<file path="src/rtl/seq_detect_param_if.sv">
// Bus bundle for the parametrised serial sequence detector.
// Stream, pattern/mask controls and match status.
interface seq_detect_param_if #(
   parameter int N  = 4,
   parameter int CW = 8
);
   logic          x_valid;
   logic          x;
   logic [N-1:0]  pattern;
   logic [N-1:0]  mask;
   logic          overlap;
   logic          clear_cnt;
   logic          z;
   logic [CW-1:0] match_count;
   logic          cnt_sat;

   modport master (
      output x_valid, x, pattern, mask, overlap, clear_cnt,
      input  z, match_count, cnt_sat
   );

   modport slave (
      input  x_valid, x, pattern, mask, overlap, clear_cnt,
      output z, match_count, cnt_sat
   );
endinterface

</file>
<file path="src/rtl/seq_detect_param.sv">
// Parametrised serial sequence detector with masked compare,
// overlap select and a saturating match counter.
module seq_detect_param #(
   parameter int N  = 4,
   parameter int CW = 8
) (
   input logic               clk,
   input logic               reset,
   seq_detect_param_if.slave bus
);
   localparam int FW = $clog2(N + 1);
   localparam logic [FW-1:0] FULL = FW'(N);
   localparam logic [CW-1:0] CMAX = {CW{1'b1}};

   logic [N-1:0]  hist_q, hist_d;
   logic [FW-1:0] fill_q, fill_d;
   logic [FW-1:0] fill_nx;
   logic          z_q, z_d;
   logic [CW-1:0] cnt_q, cnt_d;
   logic          sat_q, sat_d;
   logic          match;

   // Shift in qualified bits, track fill level and detect a match.
   always_comb begin
      hist_d  = hist_q;
      fill_d  = fill_q;
      fill_nx = fill_q;
      match   = 1'b0;
      if (bus.x_valid) begin
         hist_d  = {hist_q[N-2:0], bus.x};
         fill_nx = (fill_q == FULL) ? FULL : fill_q + 1'b1;
         match   = (fill_nx == FULL) &&
                   (((hist_d ^ bus.pattern) & bus.mask) == '0);
         fill_d  = (match && !bus.overlap) ? '0 : fill_nx;
      end
   end

   // Saturating counter; a clear beats a simultaneous match.
   always_comb begin
      cnt_d = cnt_q;
      sat_d = sat_q;
      z_d   = match;
      if (bus.clear_cnt) begin
         cnt_d = '0;
         sat_d = 1'b0;
      end else if (match && cnt_q != CMAX) begin
         cnt_d = cnt_q + 1'b1;
         sat_d = (cnt_d == CMAX);
      end
   end

   // State registers with synchronous reset.
   always_ff @(posedge clk) begin
      if (reset) begin
         hist_q <= '0;
         fill_q <= '0;
         z_q    <= 1'b0;
         cnt_q  <= '0;
         sat_q  <= 1'b0;
      end else begin
         hist_q <= hist_d;
         fill_q <= fill_d;
         z_q    <= z_d;
         cnt_q  <= cnt_d;
         sat_q  <= sat_d;
      end
   end

   assign bus.z           = z_q;
   assign bus.match_count = cnt_q;
   assign bus.cnt_sat     = sat_q;
endmodule
</file>
<file path="src/flat_wrapper.sv">
// flat-port wrapper written by rule: the top's interface ports become plain ports
module seq_detect_param_flat 
#(
   parameter int N  = 4,
   parameter int CW = 8
)
  (clk, reset, bus_x_valid, bus_x, bus_pattern, bus_mask, bus_overlap, bus_clear_cnt, bus_z, bus_match_count, bus_cnt_sat);
  seq_detect_param_if #(.N(N), .CW(CW)) bus_i ();
  input logic clk;
  input logic reset;
  input wire logic [$bits(bus_i.x_valid)-1:0] bus_x_valid;
  input wire logic [$bits(bus_i.x)-1:0] bus_x;
  input wire logic [$bits(bus_i.pattern)-1:0] bus_pattern;
  input wire logic [$bits(bus_i.mask)-1:0] bus_mask;
  input wire logic [$bits(bus_i.overlap)-1:0] bus_overlap;
  input wire logic [$bits(bus_i.clear_cnt)-1:0] bus_clear_cnt;
  output wire logic [$bits(bus_i.z)-1:0] bus_z;
  output wire logic [$bits(bus_i.match_count)-1:0] bus_match_count;
  output wire logic [$bits(bus_i.cnt_sat)-1:0] bus_cnt_sat;
  assign bus_i.x_valid = bus_x_valid;
  assign bus_i.x = bus_x;
  assign bus_i.pattern = bus_pattern;
  assign bus_i.mask = bus_mask;
  assign bus_i.overlap = bus_overlap;
  assign bus_i.clear_cnt = bus_clear_cnt;
  assign bus_z = bus_i.z;
  assign bus_match_count = bus_i.match_count;
  assign bus_cnt_sat = bus_i.cnt_sat;
  seq_detect_param #(.N(N), .CW(CW)) u_core (.clk(clk), .reset(reset), .bus(bus_i));
endmodule
</file>
<file path="config.mk">
export PLATFORM = sky130hd
export DESIGN_NAME = seq_detect_param_flat
export DESIGN_NICKNAME = d
export VERILOG_FILES = /design/src/rtl/seq_detect_param_if.sv /design/src/rtl/seq_detect_param.sv /design/src/flat_wrapper.sv
export SDC_FILE = /design/constraint.sdc
export NUM_CORES = 1
export LEC_CHECK = 0
export ABC_AREA = 1
export CORE_MARGIN = 3
export CORE_UTILIZATION = 25
export DETAILED_ROUTE_END_ITERATION = 10
export PLACE_DENSITY = 0.46
export RECOVER_POWER = 25
export SLEW_MARGIN = 10
export SYNTH_ARGS = -nofsm -noshare
export SYNTH_HDL_FRONTEND = slang
export SYNTH_SLANG_ARGS = --single-unit
export TNS_END_PERCENT = 100
</file>
<file path="constraint.sdc">
create_clock -name clk -period 2.21 [get_ports clk]
set_input_delay 0.442 -clock clk [delete_from_list [all_inputs] [get_ports clk]]
set_output_delay 0.442 -clock clk [all_outputs]
set_load 0.05 [all_outputs]
</file>
==> run metrics <==
Post-Route Skew 0.00137 ns; Stages on worst setup path 1; Synth cell types 18; n_diodes 0; initial antenna violation count 0; peak supply drop 487 uV; # resized after CTS 0; CP Launch Point u_core.bus.match_count[2]; CTS H-tree depth 1; Core Region 3770 sq um; Synth area leaders dfxtp_1 32%, nand2_1 18%, inv_1 11%; crit path to bus_match_count[2]; first-pass GRT wire length 3.97 mm; Die W 69.3 um; CP arrival 1.61 ns; Area Growth Syn to Fin 32.6%; Most Used Layer, Global Route met2; post-synthesis register bit count 16; Placement Setup Slack 0.352 ns; Multi-input gate area 546 sq um; Worst Reg-to-Reg Cells 8; register area 320 sq um; Leakage 0.000652 uW; syn avg cell area 6.18 sq um; CP bufs+invs 1; Die H just under 70 um; fin worst setup slack 0.153 ns; number of flops mapped to enable cells by yosys 0; Yosys top cell by area dfxtp_1; RSZ-0062 raised after global routing false; type of origin of the critical path register; Net Count, Synth 180; most common cell in the netlist nand2_1; antenna viol nets, final 0; Pre-antenna DRT Iters 4; CP delay by family, top buffers and inverters; CP max FO 8; routed vias/inst 4.26; sequential fraction of the synthesis area 0.320; status completed; port bufs 23; Hold Path Class reg -> reg; Fmax 0.486 GHz; HPWL after DPL 1.75 mm; M2 GR Usage 0.172; Synth top area share 0.320; layout cells sized above 1 0.0638; Setup Buffers After CTS 0; drt drc 0; CP endpoint kind primary output; Most used DFF post-synth dfxtp_1; Setup-failing EPs final 0; asr flop ratio synth 0; met1 GRT Util 0.119; worst reg2reg startpoint u_core.fill_q[0]; Final period util 0.931; Final Max Slew Viols 0; CP max stage delay 0.87 ns; DIE AREA 4800 sq um; hold_buf cts 0; largest net degree at the start of global routing 16; commonest cells in the netlist 48 x nand2_1, 30 x inv_1, 22 x nor2_1; Max clock buf depth 2; post-synthesis cell area roughly 1000 sq um; Cell Pwr Density ~500 nW/um^2; clk root buf clkbuf_8; Placer Congestion around 0.74; CTS Buf Count 3; Ys Warns 0; vias in the first global route 948; Worst-Margin Slew slightly above 0.5 ns; CP required approximately 1.8 ns; Post-Syn Instances 162; max-cap violation count 0; GR Overflow Total 0; crit path cell chain clkdlybuf4s50_1; Reg clk slew, reported paths 0.06 ns; Clock Latency Late Sink around 0.25 ns; gr usage total 0.0973; total routed wirelength 2.26 mm; final hold viol count 0; Starting Density 0.265; worst r2r dst u_core.bus.match_count[7]; setup TNS 0 ns; min Tclk post-route between 2 and 2.5 ns; CP max stage cell clkdlybuf4s50_1; CTS sink count 16; # IOs 24; CP Class reg -> out; initial DRC count 30; Slew HR 0.661; Vias around 1000; Reg2Reg Setup Slack 0.40 ns; # nets final 207; M3 GR Usage 0.0290; CTS tree yes; Rows 22; WL/cell 9.58 um; filler cell count in the final layout 414
-- how the worst min path moves through the flow --
| stage | start | endpoint | cells after the start |
|---|---|---|---|
| after floorplan | u_core.hist_q[0] | u_core.hist_q[1] | 2 |
| after CTS | u_core.hist_q[0] | u_core.hist_q[1] | 2 |
| after detailed placement | u_core.hist_q[0] | u_core.hist_q[1] | 2 |
| final | u_core.hist_q[1] | u_core.hist_q[2] | 2 |
| after global placement | u_core.hist_q[1] | u_core.hist_q[2] | 2 |
| after global routing | u_core.hist_q[0] | u_core.hist_q[1] | 2 |
-- metal layers --
layer	wire (um)	up-vias
met5	0	-
met1	1080	438
li1	-	549
met3	89	2
met2	1080	17
met4	10	0
-- through the flow --
stage	cells	utilization	total power, uW	area (sq um)	hold WS [ns]
after floorplan	162	-	372	1000	0.457
after global placement	232	0.340	411	1280	0.476
after detailed placement	232	0.340	413	1280	0.483
after CTS	236	0.355	680	1340	0.496
after global routing	236	0.352	709	1330	0.526
final	236	0.352	661	1330	0.493
-- final cells by class --
class / count / share of cell area
flip-flops and latches: 16 / 0.241
well taps: 48 / 0.0452
repair buffers: 24 / 0.176
clock buffers: 4 / 0.0415
inverters: 30 / 0.0848
multi-input cells: 114 / 0.411
-- cells in the final DEF (no fill, tap or decap) --
master / count
a21oi_1: 5
clkbuf_1: 1
clkbuf_8: 4
clkdlybuf4s50_1: 22
dfxtp_1: 16
dlygate4sd3_1: 1
ha_1: 4
inv_1: 30
nand2_1: 48
nand2_2: 4
nand3_1: 14
nand3_2: 1
nand4_1: 2
nand4_4: 1
nor2_1: 23
nor2_2: 1
nor3_1: 1
o21ai_0: 9
o21ai_2: 1
-- state kept, by name, summed over array words and instances, names as in the netlist --
| signal | flops |
|---|---|
| u_core.bus.match_count | 8 |
| u_core.fill_q | 3 |
| u_core.hist_q | 3 |
| u_core.bus.cnt_sat | 1 |
| u_core.bus.z | 1 |
-- power by group --
part,switching (uW),internal [uW],total (uW)
Combinational,51.4,44.6,95.9
Sequential,7.16,298,305
Clock,102,158,260
-- cells by family after synthesis --
kind of cell / synth area share
AO/OA/AOI/OAI: 0.0787
buffers and inverters: 0.127
AND/OR/NAND/NOR: 0.424
adder cells (fa/ha/maj): 0.0500
flip-flops: 0.320
Power figures use the tool's default switching activity.
